$ cat src/rtl/mm_bus_master.sv
// Single-outstanding memory-mapped bus master: one CPU load/store at a time,
// ack or timeout abort. Optional error capture enabled by `define MM_ERR_CAPTURE_EN.
module mm_bus_master #(
   parameter int          TIMEOUT_CYCLES = 16,
   parameter logic [31:0] ERR_DATA       = 32'hDEADBEEF
) (
   input  logic        clk,
   input  logic        rst,
   input  logic        cpu_req_i,
   input  logic        cpu_we_i,
   input  logic [31:0] cpu_addr_i,
   input  logic [31:0] cpu_wdata_i,
   output logic        cpu_ready_o,
   output logic        cpu_done_o,
   output logic [31:0] cpu_rdata_o,
   output logic        cpu_err_o,
   output logic        bus_write_o,
   output logic        bus_read_o,
   output logic [31:0] bus_addr_o,
   output logic [31:0] bus_data_o,
   input  logic [31:0] bus_rdata_i,
`ifdef MM_ERR_CAPTURE_EN
   input  logic        err_clr_i,
   output logic        err_valid_o,
   output logic [31:0] err_addr_o,
`endif
   input  logic        bus_ack_i
);

   localparam int         CW       = (TIMEOUT_CYCLES > 1) ? $clog2(TIMEOUT_CYCLES) : 1;
   localparam logic [CW-1:0] CNT_LAST = CW'(TIMEOUT_CYCLES - 1);

   typedef enum logic [1:0] {
      ST_IDLE   = 2'd0,
      ST_ACCESS = 2'd1,
      ST_RESP   = 2'd2
   } state_t;

   state_t         state_r, state_s;
   logic [CW-1:0]  cnt_r, cnt_s;
   logic           we_r, we_s;
   logic           accept_s;
   logic           timeout_s;
   logic [31:0]    rdata_s;
   logic           err_s;

   assign accept_s = (state_r == ST_IDLE) && cpu_req_i;

   // Next-state, timeout counter and response capture
   always_comb begin
      state_s   = state_r;
      cnt_s     = cnt_r;
      rdata_s   = cpu_rdata_o;
      err_s     = cpu_err_o;
      timeout_s = 1'b0;
      we_s      = accept_s ? cpu_we_i : we_r;
      case (state_r)
         ST_IDLE: begin
            if (cpu_req_i) begin
               state_s = ST_ACCESS;
            end else begin
               state_s = ST_IDLE;
            end
         end
         ST_ACCESS: begin
            // ack checked first so an ack on the final cycle beats the timeout
            if (bus_ack_i) begin
               rdata_s = we_r ? 32'h0000_0000 : bus_rdata_i;
               err_s   = 1'b0;
               state_s = ST_RESP;
            end else if (cnt_r == CNT_LAST) begin
               rdata_s   = ERR_DATA;
               err_s     = 1'b1;
               timeout_s = 1'b1;
               state_s   = ST_RESP;
            end else begin
               cnt_s = cnt_r + CW'(1);
            end
         end
         ST_RESP: begin
            cnt_s   = '0;
            state_s = ST_IDLE;
         end
         default: begin
            cnt_s   = '0;
            state_s = ST_IDLE;
         end
      endcase
   end

   // State register and registered CPU/bus outputs
   always_ff @(posedge clk or posedge rst) begin
      if (rst) begin
         state_r     <= ST_IDLE;
         cnt_r       <= '0;
         we_r        <= 1'b0;
         cpu_ready_o <= 1'b1;
         cpu_done_o  <= 1'b0;
         cpu_rdata_o <= 32'h0000_0000;
         cpu_err_o   <= 1'b0;
         bus_write_o <= 1'b0;
         bus_read_o  <= 1'b0;
         bus_addr_o  <= 32'h0000_0000;
         bus_data_o  <= 32'h0000_0000;
      end else begin
         state_r     <= state_s;
         cnt_r       <= cnt_s;
         we_r        <= we_s;
         cpu_ready_o <= (state_s == ST_IDLE);
         cpu_done_o  <= (state_s == ST_RESP);
         cpu_rdata_o <= rdata_s;
         cpu_err_o   <= err_s;
         bus_write_o <= (state_s == ST_ACCESS) && we_s;
         bus_read_o  <= (state_s == ST_ACCESS) && !we_s;
         if (accept_s) begin
            bus_addr_o <= cpu_addr_i;
            bus_data_o <= cpu_wdata_i;
         end else begin
            bus_addr_o <= bus_addr_o;
            bus_data_o <= bus_data_o;
         end
      end
   end

`ifdef MM_ERR_CAPTURE_EN
   // Sticky first-timeout capture; a new timeout outranks a clear
   always_ff @(posedge clk or posedge rst) begin
      if (rst) begin
         err_valid_o <= 1'b0;
         err_addr_o  <= 32'h0000_0000;
      end else if (timeout_s) begin
         err_valid_o <= 1'b1;
         if (!err_valid_o) begin
            err_addr_o <= bus_addr_o;
         end else begin
            err_addr_o <= err_addr_o;
         end
      end else if (err_clr_i) begin
         err_valid_o <= 1'b0;
         err_addr_o  <= err_addr_o;
      end else begin
         err_valid_o <= err_valid_o;
         err_addr_o  <= err_addr_o;
      end
   end
`else
   logic unused_s;
   assign unused_s = timeout_s;
`endif

endmodule

$ cat config.mk
export PLATFORM = sky130hd
export DESIGN_NAME = mm_bus_master
export DESIGN_NICKNAME = d
export VERILOG_FILES = /design/src/rtl/mm_bus_master.sv
export SDC_FILE = /design/constraint.sdc
export NUM_CORES = 1
export LEC_CHECK = 0
export ABC_AREA = 1
export CAP_MARGIN = 20
export CELL_PAD_IN_SITES_DETAIL_PLACEMENT = 0
export CELL_PAD_IN_SITES_GLOBAL_PLACEMENT = 2
export CORE_AREA = 5 5 136 170
export DETAILED_ROUTE_END_ITERATION = 8
export DIE_AREA = 0 0 141 175
export MAX_ROUTING_LAYER = met4
export PLACE_DENSITY = 0.85
export REMOVE_ABC_BUFFERS = 1
export SYNTH_ARGS = -nofsm -noshare
export SYNTH_HDL_FRONTEND = slang
export SYNTH_SLANG_ARGS = --single-unit
$ cat constraint.sdc
create_clock -name clk -period 3.1 [get_ports clk]
set_input_delay 0.465 -clock clk [delete_from_list [all_inputs] [get_ports clk]]
set_output_delay 0.465 -clock clk [all_outputs]
set_load 0.02 [all_outputs]
==> results of run 1 <==
-- cell usage after synthesis --
master / number
sky130_fd_sc_hd__nor2_1: 3
sky130_fd_sc_hd__nand2_2: 2
sky130_fd_sc_hd__dfstp_2: 1
sky130_fd_sc_hd__a21oi_1: 25
sky130_fd_sc_hd__nand3_1: 10
sky130_fd_sc_hd__nor2_2: 2
sky130_fd_sc_hd__ha_1: 1
sky130_fd_sc_hd__nand4_1: 1
sky130_fd_sc_hd__inv_1: 12
sky130_fd_sc_hd__clkbuf_1: 4
sky130_fd_sc_hd__or2_2: 1
sky130_fd_sc_hd__o21ai_2: 26
sky130_fd_sc_hd__o21ai_0: 1
sky130_fd_sc_hd__nand2_4: 1
sky130_fd_sc_hd__o21bai_1: 1
sky130_fd_sc_hd__nand2_1: 252
sky130_fd_sc_hd__dfrtp_1: 107
sky130_fd_sc_hd__buf_6: 11
sky130_fd_sc_hd__buf_2: 7
sky130_fd_sc_hd__buf_4: 2
sky130_fd_sc_hd__inv_2: 3
sky130_fd_sc_hd__buf_1: 1
sky130_fd_sc_hd__nor2_4: 1
-- sequential cells by signal (all words and copies together) (netlist names) --
name and cells:
cpu_rdata_o 32, we_r 1, bus_addr_o 32, bus_read_o 1
bus_write_o 1, bus_data_o 32, cnt_r 4, cpu_ready_o 1
cpu_err_o 1, cpu_done_o 1, state_r 2
-- final cells by class --
cell class	count	share of cell area
sequential	108	0.3874
timing repair buffer	210	0.3015
clock inverter	5	0.009322
inverter	15	0.008426
clock buffer	11	0.03621
tap	279	0.05002
multi-input combinational	327	0.2071
-- routing by layer --
layer	wire length, microns	share of wire	vias up	global-route usage
met4	72	0.0053	0	0.03393
met2	6379	0.47	150	0.1775
met5	0	0	-	-
li1	-	-	1857	-
met1	6148	0.45	1722	0.1483
met3	1111	0.081	7	0.04024
-- cells by family after synthesis --
group,after synthesis,share of synthesized area
simple gates,273,0.2427
flops,108,0.6148
buf+inv,40,0.05661
compound gates,53,0.08307
fa+ha+maj,1,0.002844
-- worst paths after layout --
kind,from,depth (start not counted),to,slack (ps)
max in group asynchronous,rst,3,cpu_ready_o,1940
min in group clk,bus_data_o[1],2,bus_data_o[1],480
max reg2reg,cnt_r[0],7,cpu_rdata_o[7],1360
min reg2reg,bus_data_o[1],2,bus_data_o[1],480
max,cpu_ready_o,1,cpu_ready_o,1160
min,rst,2,cpu_rdata_o[7],400
-- power breakdown --
part | internal, mW | switching, mW
sequential | 2.00 | 0.328
clock | 0.683 | 0.562
combinational | 1.41 | 1.67
==> impl_metrics.env, run 1 <==
export IMPL_cts_root_buf="sky130_fd_sc_hd__clkbuf_16"
export IMPL_coreArea_sq_mm=0.02132
export IMPL_number_of_global_route_vias_before_repair=3992
export IMPL_post_synth_num_cell_types=23
export IMPL_avgSynthCellArea_sq_um=9.259
export IMPL_floorplan_rows=60
export IMPL_fillerInstances=2269
export IMPL_clock_tree_from_tritoncts="done"
export IMPL_register_bit_total_from_synthesis=108
export IMPL_floorplan_initialDensity=0.2063
export IMPL_total_leakage_power_nw=3.287
export IMPL_totalNegativeSetupSlack_ps=0
export IMPL_postPlaceCellArea_sq_mm=0.006661
export IMPL_mostFrequentLayoutCell="sky130_fd_sc_hd__nand2_1"
export IMPL_post_synth_instance_area_sq_mm=0.004398
export IMPL_fin_util=0.3273
export IMPL_overflow=0
export IMPL_grt_usage=0.1170
export IMPL_synth_cells=475
export IMPL_sequential_cell_area_sq_mm=0.002704
export IMPL_post_layout_nonfiller_instances=955
export IMPL_die_height_microns=175
export IMPL_cts_path_max_buffers=2
export IMPL_avgRoutedWirePerCell_microns=14.36
export IMPL_synth_area_leaders="sky130_fd_sc_hd__dfrtp_1, sky130_fd_sc_hd__nand2_1, sky130_fd_sc_hd__o21ai_2"
export IMPL_hold_class="in2async"
export IMPL_design_portCount=202
export IMPL_hold_ws_ps=397.9
export IMPL_timing_critical_path_max_delay_family="buffers and inverters"
export IMPL_worst_path_max_delay_cell="sky130_fd_sc_hd__clkdlybuf4s50_1"
export IMPL_critical_path_max_stage_delay_ps=610
export IMPL_wp_data_arrival_ps=1470
export IMPL_post_cts_resize_count=0
export IMPL_dr_iter_0_viols=170
export IMPL_viasPerCell=3.912
export IMPL_fmax_mhz=516.7
export IMPL_worst_slew_pin_slew_ps=464.5
export IMPL_die_area_sq_mm=0.02468
export IMPL_crit_type="reg2out"
export IMPL_post_route_min_period_ps=1935
export IMPL_final_non_filler_cell_area_sq_mm=0.006979
export IMPL_route_vias_total=3736
export IMPL_largest_clock_skew_in_the_final_design_ps=9.352
export IMPL_remaining_drc_errors=0
export IMPL_final_weighted_congestion_in_routability_driven_placement=0.7279
export IMPL_commonest_cells_after_routing_fill_and_taps_aside="sky130_fd_sc_hd__nand2_1, sky130_fd_sc_hd__clkdlybuf4s50_1, sky130_fd_sc_hd__dfrtp_1"
export IMPL_status="complete, no violations"
export IMPL_multi_input_area_sq_mm=0.001445
export IMPL_relSlewSlack=0.6901
export IMPL_finalCritPeriodShare=0.6243
export IMPL_port_buffer_count=201
export IMPL_cts_inserted_buffers=9
export IMPL_antenna_cells=0
export IMPL_critical_path_peak_fanout=1
export IMPL_drv_cap=0
export IMPL_final_setup_worst_slack_ps=1165
export IMPL_netlist_area_leader_share=0.6088
export IMPL_syn2layout_area_growth_pct=58.69
export IMPL_totalWireLength_microns=13710
export IMPL_finish_net_count=773
export IMPL_critical_path_n_buffers_inverters=1
export IMPL_hold_violations=0
export IMPL_fin_total_pwr_mw=6.656
export IMPL_die_width_microns=141
export IMPL_clock_pin_slew_on_the_worst_setup_and_hold_paths_ps=80
export IMPL_endpoints_failing_setup=0
export IMPL_rsz0062_at_grt="false"
export IMPL_post_dp_hpwl_microns=9664
export IMPL_timing_final_max_slew_violations=0
export IMPL_power_density_mw_per_mm2=953.6
export IMPL_post_cts_repair_setup_buffers=0
export IMPL_grt_first_pass_wirelength_microns=22250
export IMPL_ctsHtreeMaxLevel=3
export IMPL_synth_seq_area_share=0.6148
export IMPL_maximum_number_of_pins_on_one_net_before_global_route_repair=61
export IMPL_setup_worst_path_start_class="flip-flop"
export IMPL_post_route_cells_drive_above_1_share=0.09320
export IMPL_number_of_hold_repair_buffers_added_at_the_cts_stage=0
export IMPL_netlist_top_cell_by_area="sky130_fd_sc_hd__dfrtp_1"
export IMPL_ant_nets=0
export IMPL_latest_clock_arrival_within_the_worst_skew_pair_ps=350
export IMPL_detail_route_first_pass_iterations=6
export IMPL_antenna_found_initial=0
export IMPL_clock_sinks=108
export IMPL_worst_setup_path_end_kind="output pin"
export IMPL_irDropWorstVdd_v=0.0003037
export IMPL_setup_slack_after_placement_ps=1027
export IMPL_critPathRequiredTime_ps=2630
export IMPL_cp_cell_sequence="clkdlybuf4s50_1"
export IMPL_yosys_warnings=0
export IMPL_placed_cells_incl_taps=939
(Power assumes the default switching activity.)
==> inputs of run 2 (changes only) <==
Clock period 3.1 ns to 1.55 ns, I/O delays scaled along.
==> run 2 against run 1 <==
  * Utilization about the same
  * Clock power increased by 94%
  * Count of clock-buffer cells in the layout is 1 lower
  * Flip-flop and latch count did not move
  * Hold slack got worse by 230 ps
  * Largest power group unchanged
==> impl_metrics.env, run 2 (same netlist as run 1, synthesis figures left out) <==
export IMPL_status="complete, no violations"
export IMPL_setup_slack_after_placement_ps=64.19
export IMPL_swShare=0.4056
export IMPL_total_leakage_power_nw=3.609
export IMPL_crit_type="reg2out"
export IMPL_floorplan_initialDensity=0.2063
export IMPL_drv_cap=0
export IMPL_ctsHtreeMaxLevel=3
export IMPL_hold_ws_ps=164.1
export IMPL_post_dp_hpwl_microns=9984
export IMPL_clock_sinks=108
export IMPL_cts_inserted_buffers=9
export IMPL_avgRoutedWirePerCell_microns=14.01
export IMPL_route_vias_total=3787
export IMPL_coreArea_sq_mm=0.02132
export IMPL_critical_path_max_stage_delay_ps=510
export IMPL_grt_usage=0.1130
export IMPL_endpoints_failing_setup=0
export IMPL_final_non_filler_cell_area_sq_mm=0.006982
export IMPL_floorplan_rows=60
export IMPL_syn2layout_area_growth_pct=58.75
export IMPL_hold_class="in2async"
export IMPL_share_comb_of_total_power=0.439
export IMPL_seq_power_share=0.368
export IMPL_worst_setup_path_end_kind="output pin"
export IMPL_fin_util=0.3275
export IMPL_worst_slew_pin_slew_ps=283.5
export IMPL_final_weighted_congestion_in_routability_driven_placement=0.7472
export IMPL_critPathRequiredTime_ps=1320
export IMPL_clock_pin_slew_on_the_worst_setup_and_hold_paths_ps=70
export IMPL_latest_clock_arrival_within_the_worst_skew_pair_ps=350
export IMPL_remaining_drc_errors=0
export IMPL_wp_data_arrival_ps=1200
export IMPL_commonest_cells_after_routing_fill_and_taps_aside="sky130_fd_sc_hd__nand2_1, sky130_fd_sc_hd__dfrtp_1, sky130_fd_sc_hd__clkdlybuf4s50_1"
export IMPL_dr_iter_0_viols=117
export IMPL_hold_violations=0
export IMPL_cts_path_max_buffers=2
export IMPL_final_setup_worst_slack_ps=121.5
export IMPL_intPower_mw=7.427
export IMPL_biggestRegsByFlops="bus_addr_o (32), bus_data_o (32), cpu_rdata_o (32)"
export IMPL_post_cts_resize_count=99
export IMPL_cts_root_buf="sky130_fd_sc_hd__clkbuf_16"
export IMPL_ant_nets=0
export IMPL_timing_critical_path_max_delay_family="flip-flops"
export IMPL_cp_cell_sequence="dlygate4sd2_1"
export IMPL_postPlaceCellArea_sq_mm=0.006789
export IMPL_critical_path_n_buffers_inverters=1
export IMPL_finalCritPeriodShare=0.9216
export IMPL_irDropWorstVdd_v=0.0007176
export IMPL_die_area_sq_mm=0.02468
export IMPL_fmax_mhz=700.0
export IMPL_rsz0062_at_grt="false"
export IMPL_number_of_global_route_vias_before_repair=4003
export IMPL_clock_tree_from_tritoncts="done"
export IMPL_antenna_cells=0
export IMPL_antenna_found_initial=0
export IMPL_port_buffer_count=201
export IMPL_fillerInstances=2272
export IMPL_totalWireLength_microns=13480
export IMPL_timing_final_max_slew_violations=0
export IMPL_maximum_number_of_pins_on_one_net_before_global_route_repair=51
export IMPL_number_of_hold_repair_buffers_added_at_the_cts_stage=0
export IMPL_die_width_microns=141
export IMPL_post_cts_repair_setup_buffers=0
export IMPL_clock_power_share=0.193
export IMPL_post_route_min_period_ps=1429
export IMPL_viasPerCell=3.937
export IMPL_post_route_cells_drive_above_1_share=0.1025
export IMPL_critical_path_peak_fanout=1
export IMPL_overflow=0
export IMPL_mostFrequentLayoutCell="sky130_fd_sc_hd__nand2_1"
export IMPL_largest_clock_skew_in_the_final_design_ps=10.85
export IMPL_worst_path_max_delay_cell="sky130_fd_sc_hd__dfstp_2"
export IMPL_relSlewSlack=0.8108
export IMPL_power_density_mw_per_mm2=1790
export IMPL_switchingPower_mw=5.069
export IMPL_design_portCount=202
export IMPL_grt_first_pass_wirelength_microns=21510
export IMPL_setup_worst_path_start_class="flip-flop"
export IMPL_detail_route_first_pass_iterations=4
export IMPL_die_height_microns=175
export IMPL_finish_net_count=780
-- run 2: cell type report --
type,count,area (sq um),share of cell area
Timing Repair Buffer,217,2113,0.3027
Clock buffer,10,239.0,0.03423
Inverter,15,58.81,0.008423
Clock inverter,6,72.57,0.01039
Tap cell,279,349.1,0.05000
Multi-Input combinational cell,327,1445,0.2070
Sequential cell,108,2704,0.3873
-- run 2: worst register-to-register path: stages, from the launching register on --
cell and delay [ps]:
sky130_fd_sc_hd__dfrtp_1 430, sky130_fd_sc_hd__ha_1 230, sky130_fd_sc_hd__nand3_1 100, sky130_fd_sc_hd__nand2_2 80, sky130_fd_sc_hd__nand2_4 120, sky130_fd_sc_hd__buf_12 200
sky130_fd_sc_hd__nand2_1 90, sky130_fd_sc_hd__o21ai_2 60
-- run 2: power by group through the flow --
| stage | sequential (mW) | clock (mW) | combinational [mW] |
|---|---|---|---|
| 2_1_floorplan | 6.07 | 0 | 1.60 |
| 3_3_place_gp | 4.68 | 0 | 6.39 |
| 3_5_place_dp | 4.69 | 0 | 6.40 |
| 4_1_cts | 4.62 | 2.53 | 5.61 |
| 5_1_grt | 4.77 | 2.63 | 5.98 |
| 6_report | 4.60 | 2.41 | 5.48 |
-- run 2: final timing paths --
check,startpoint,end,slack (ps),cells after the start
worst max register to register,cnt_r[0],cpu_rdata_o[7],170,7
worst min register to register,cpu_rdata_o[20],cpu_rdata_o[20],470,2
min in group clk,cpu_addr_i[30],bus_addr_o[30],410,3
worst max-delay path,cpu_ready_o,cpu_ready_o,120,1
worst min-delay path,rst,cpu_rdata_o[7],160,2
max in group asynchronous,rst,bus_data_o[10],900,3
-- run 2: through the flow --
| stage | cells | TNS, ps | power [mW] |
|---|---|---|---|
| floorplan | 450 | -191990 | 7.662 |
| global placement | 946 | 0 | 11.07 |
| detailed placement | 946 | 0 | 11.09 |
| CTS | 962 | 0 | 12.76 |
| global route | 962 | 0 | 13.39 |
| finish | 962 | 0 | 12.50 |
-- run 2: routing by layer --
metal  track usage  part of all wire  routed length [microns]  vias to the layer above
met1        0.1389              0.44                     5900                     1740
met5             -                 0                        0                        -
met2        0.1779              0.47                     6305                      152
met4       0.03877             0.014                      191                        0
met3       0.03258             0.080                     1078                       12
li1              -                 -                        -                     1883
==> inputs of run 3 (changes only) <==
Settings changed: MAX_ROUTING_LAYER met4 to not set.
==> run 3 against run 2 <==
  * Die area unchanged
  * Total power about the same
  * Hold slack got worse by 1.8 ps
  * Utilization unchanged
  * Sequential power about the same
  * Clock power about the same
  * Sequential share of layout area unchanged
  * Flip-flop and latch count unchanged
  * First-iteration DRC count decreased by 4.3%
  * Via count decreased by 0.40%
  * Worst setup slack got worse by 0.51 ps
  * Largest power group unchanged
  * Highest routed layer unchanged
==> impl_metrics.env, run 3 (same netlist as run 1, synthesis figures left out) <==
export IMPL_status="complete, no violations"
export IMPL_ctsHtreeMaxLevel=3
export IMPL_remaining_drc_errors=0
export IMPL_maximum_number_of_pins_on_one_net_before_global_route_repair=51
export IMPL_fin_util=0.3275
export IMPL_cts_inserted_buffers=9
export IMPL_latest_clock_arrival_within_the_worst_skew_pair_ps=350
export IMPL_critical_path_peak_fanout=1
export IMPL_post_route_min_period_ps=1429
export IMPL_grt_use_met3=0.03860
export IMPL_route_vias_total=3772
export IMPL_cp_cell_sequence="dlygate4sd2_1"
export IMPL_hold_class="in2async"
export IMPL_cts_root_buf="sky130_fd_sc_hd__clkbuf_16"
export IMPL_biggestRegsByFlops="bus_addr_o (32), bus_data_o (32), cpu_rdata_o (32)"
export IMPL_critical_path_reg2reg_endpoint="cpu_rdata_o[7]"
export IMPL_final_setup_worst_slack_ps=121.0
export IMPL_placed_cells_incl_taps=946
export IMPL_floorplan_initialDensity=0.2063
export IMPL_drv_cap=0
export IMPL_post_dp_hpwl_microns=9984
export IMPL_regToRegSetupSlack_ps=160
export IMPL_avgRoutedWirePerCell_microns=14.00
export IMPL_clock_sinks=108
export IMPL_viasPerCell=3.921
export IMPL_irDropWorstVdd_v=0.0007214
export IMPL_number_of_global_route_vias_before_repair=3985
export IMPL_post_cts_repair_setup_buffers=0
export IMPL_post_route_cells_drive_above_1_share=0.1025
export IMPL_rsz0062_at_grt="false"
export IMPL_worst_slew_pin_slew_ps=282.0
export IMPL_clock_tree_from_tritoncts="done"
export IMPL_critical_path_max_stage_delay_ps=510
export IMPL_finish_net_count=780
export IMPL_startpoint_of_the_most_critical_register_to_register_path="cnt_r[0]"
export IMPL_dr_iter_0_viols=112
export IMPL_total_leakage_power_nw=3.609
export IMPL_totalNegativeSetupSlack_ps=0
export IMPL_final_weighted_congestion_in_routability_driven_placement=0.7362
export IMPL_grt_usage=0.1097
export IMPL_relSlewSlack=0.8118
export IMPL_timing_final_max_slew_violations=0
export IMPL_post_layout_nonfiller_instances=962
export IMPL_setup_slack_after_placement_ps=64.19
export IMPL_antenna_found_initial=0
export IMPL_critical_path_n_buffers_inverters=1
export IMPL_totalWireLength_microns=13460
export IMPL_worst_setup_path_end_kind="output pin"
export IMPL_endpoints_failing_setup=0
export IMPL_fmax_mhz=699.8
export IMPL_crit_type="reg2out"
export IMPL_cts_path_max_buffers=2
export IMPL_use_met2=0.1769
export IMPL_design_portCount=202
export IMPL_wp_data_arrival_ps=1200
export IMPL_die_area_sq_mm=0.02468
export IMPL_overflow=0
export IMPL_grt_first_pass_wirelength_microns=21530
export IMPL_floorplan_rows=60
export IMPL_fin_total_pwr_mw=12.51
export IMPL_antenna_cells=0
export IMPL_worst_path_max_delay_cell="sky130_fd_sc_hd__dfstp_2"
export IMPL_coreArea_sq_mm=0.02132
export IMPL_global_route_usage_met1=0.1358
export IMPL_mostFrequentLayoutCell="sky130_fd_sc_hd__nand2_1"
export IMPL_setup_worst_path_start_class="flip-flop"
export IMPL_port_buffer_count=201
export IMPL_finalCritPeriodShare=0.9220
export IMPL_hold_violations=0
export IMPL_die_height_microns=175
export IMPL_clock_pin_slew_on_the_worst_setup_and_hold_paths_ps=80
export IMPL_largest_clock_skew_in_the_final_design_ps=10.77
export IMPL_detail_route_first_pass_iterations=4
export IMPL_grt_busiest_layer="met2"
export IMPL_syn2layout_area_growth_pct=58.75
export IMPL_power_density_mw_per_mm2=1791
export IMPL_worst_r2r_path_depth=7
export IMPL_commonest_cells_after_routing_fill_and_taps_aside="sky130_fd_sc_hd__nand2_1, sky130_fd_sc_hd__dfrtp_1, sky130_fd_sc_hd__clkdlybuf4s50_1"
export IMPL_critPathRequiredTime_ps=1320
export IMPL_ant_nets=0
export IMPL_timing_critical_path_max_delay_family="flip-flops"
export IMPL_die_width_microns=141
[run 3: worst max-delay path by stage]
stage / from / end / slack [ps] / depth (start not counted)
floorplan: rst / bus_addr_o[0] / -1530 / 1
global placement: cpu_req_i / bus_read_o / 80 / 6
detailed placement: cpu_req_i / bus_read_o / 60 / 6
CTS: cpu_done_o / cpu_done_o / 3 / 1
global route: cpu_ready_o / cpu_ready_o / 70 / 1
finish: cpu_ready_o / cpu_ready_o / 120 / 1
[run 3: routing by layer]
metal | up-vias | part of all wire
met4 | 0 | 0.013
met1 | 1727 | 0.43
met5 | - | 0
met2 | 149 | 0.47
met3 | 10 | 0.092
li1 | 1886 | -
[run 3: layout make-up]
class / instances / area [sq um]
Multi-Input combinational cell: 327 / 1445
Inverter: 15 / 58.81
Sequential cell: 108 / 2704
Timing Repair Buffer: 217 / 2113
Clock inverter: 6 / 72.57
Tap cell: 279 / 349.1
Fill cell: 2272 / 14340
Clock buffer: 10 / 239.0
[run 3: what timing repair did]
| item | CTS | global route |
|---|---|---|
| hold buffers | 0 | 0 |
| cloned | 0 | 0 |
| resized for setup | 99 | 2 |
| setup endpoints to repair | 99 | 2 |
[run 3: metrics by stage]
stage	area [sq um]	hold WS, ps
floorplan	4205	314.6
global placement	6789	461.7
detailed placement	6789	464.4
CTS	6977	150.1
global route	6982	162.9
finish	6982	162.4
[run 3: report_power, final]
part	switching, mW	leakage [nW]	total, mW	internal, mW
clock network	1.11	0.149	2.42	1.31
logic	3.36	2.12	5.48	2.12
registers	0.606	1.34	4.60	4.00
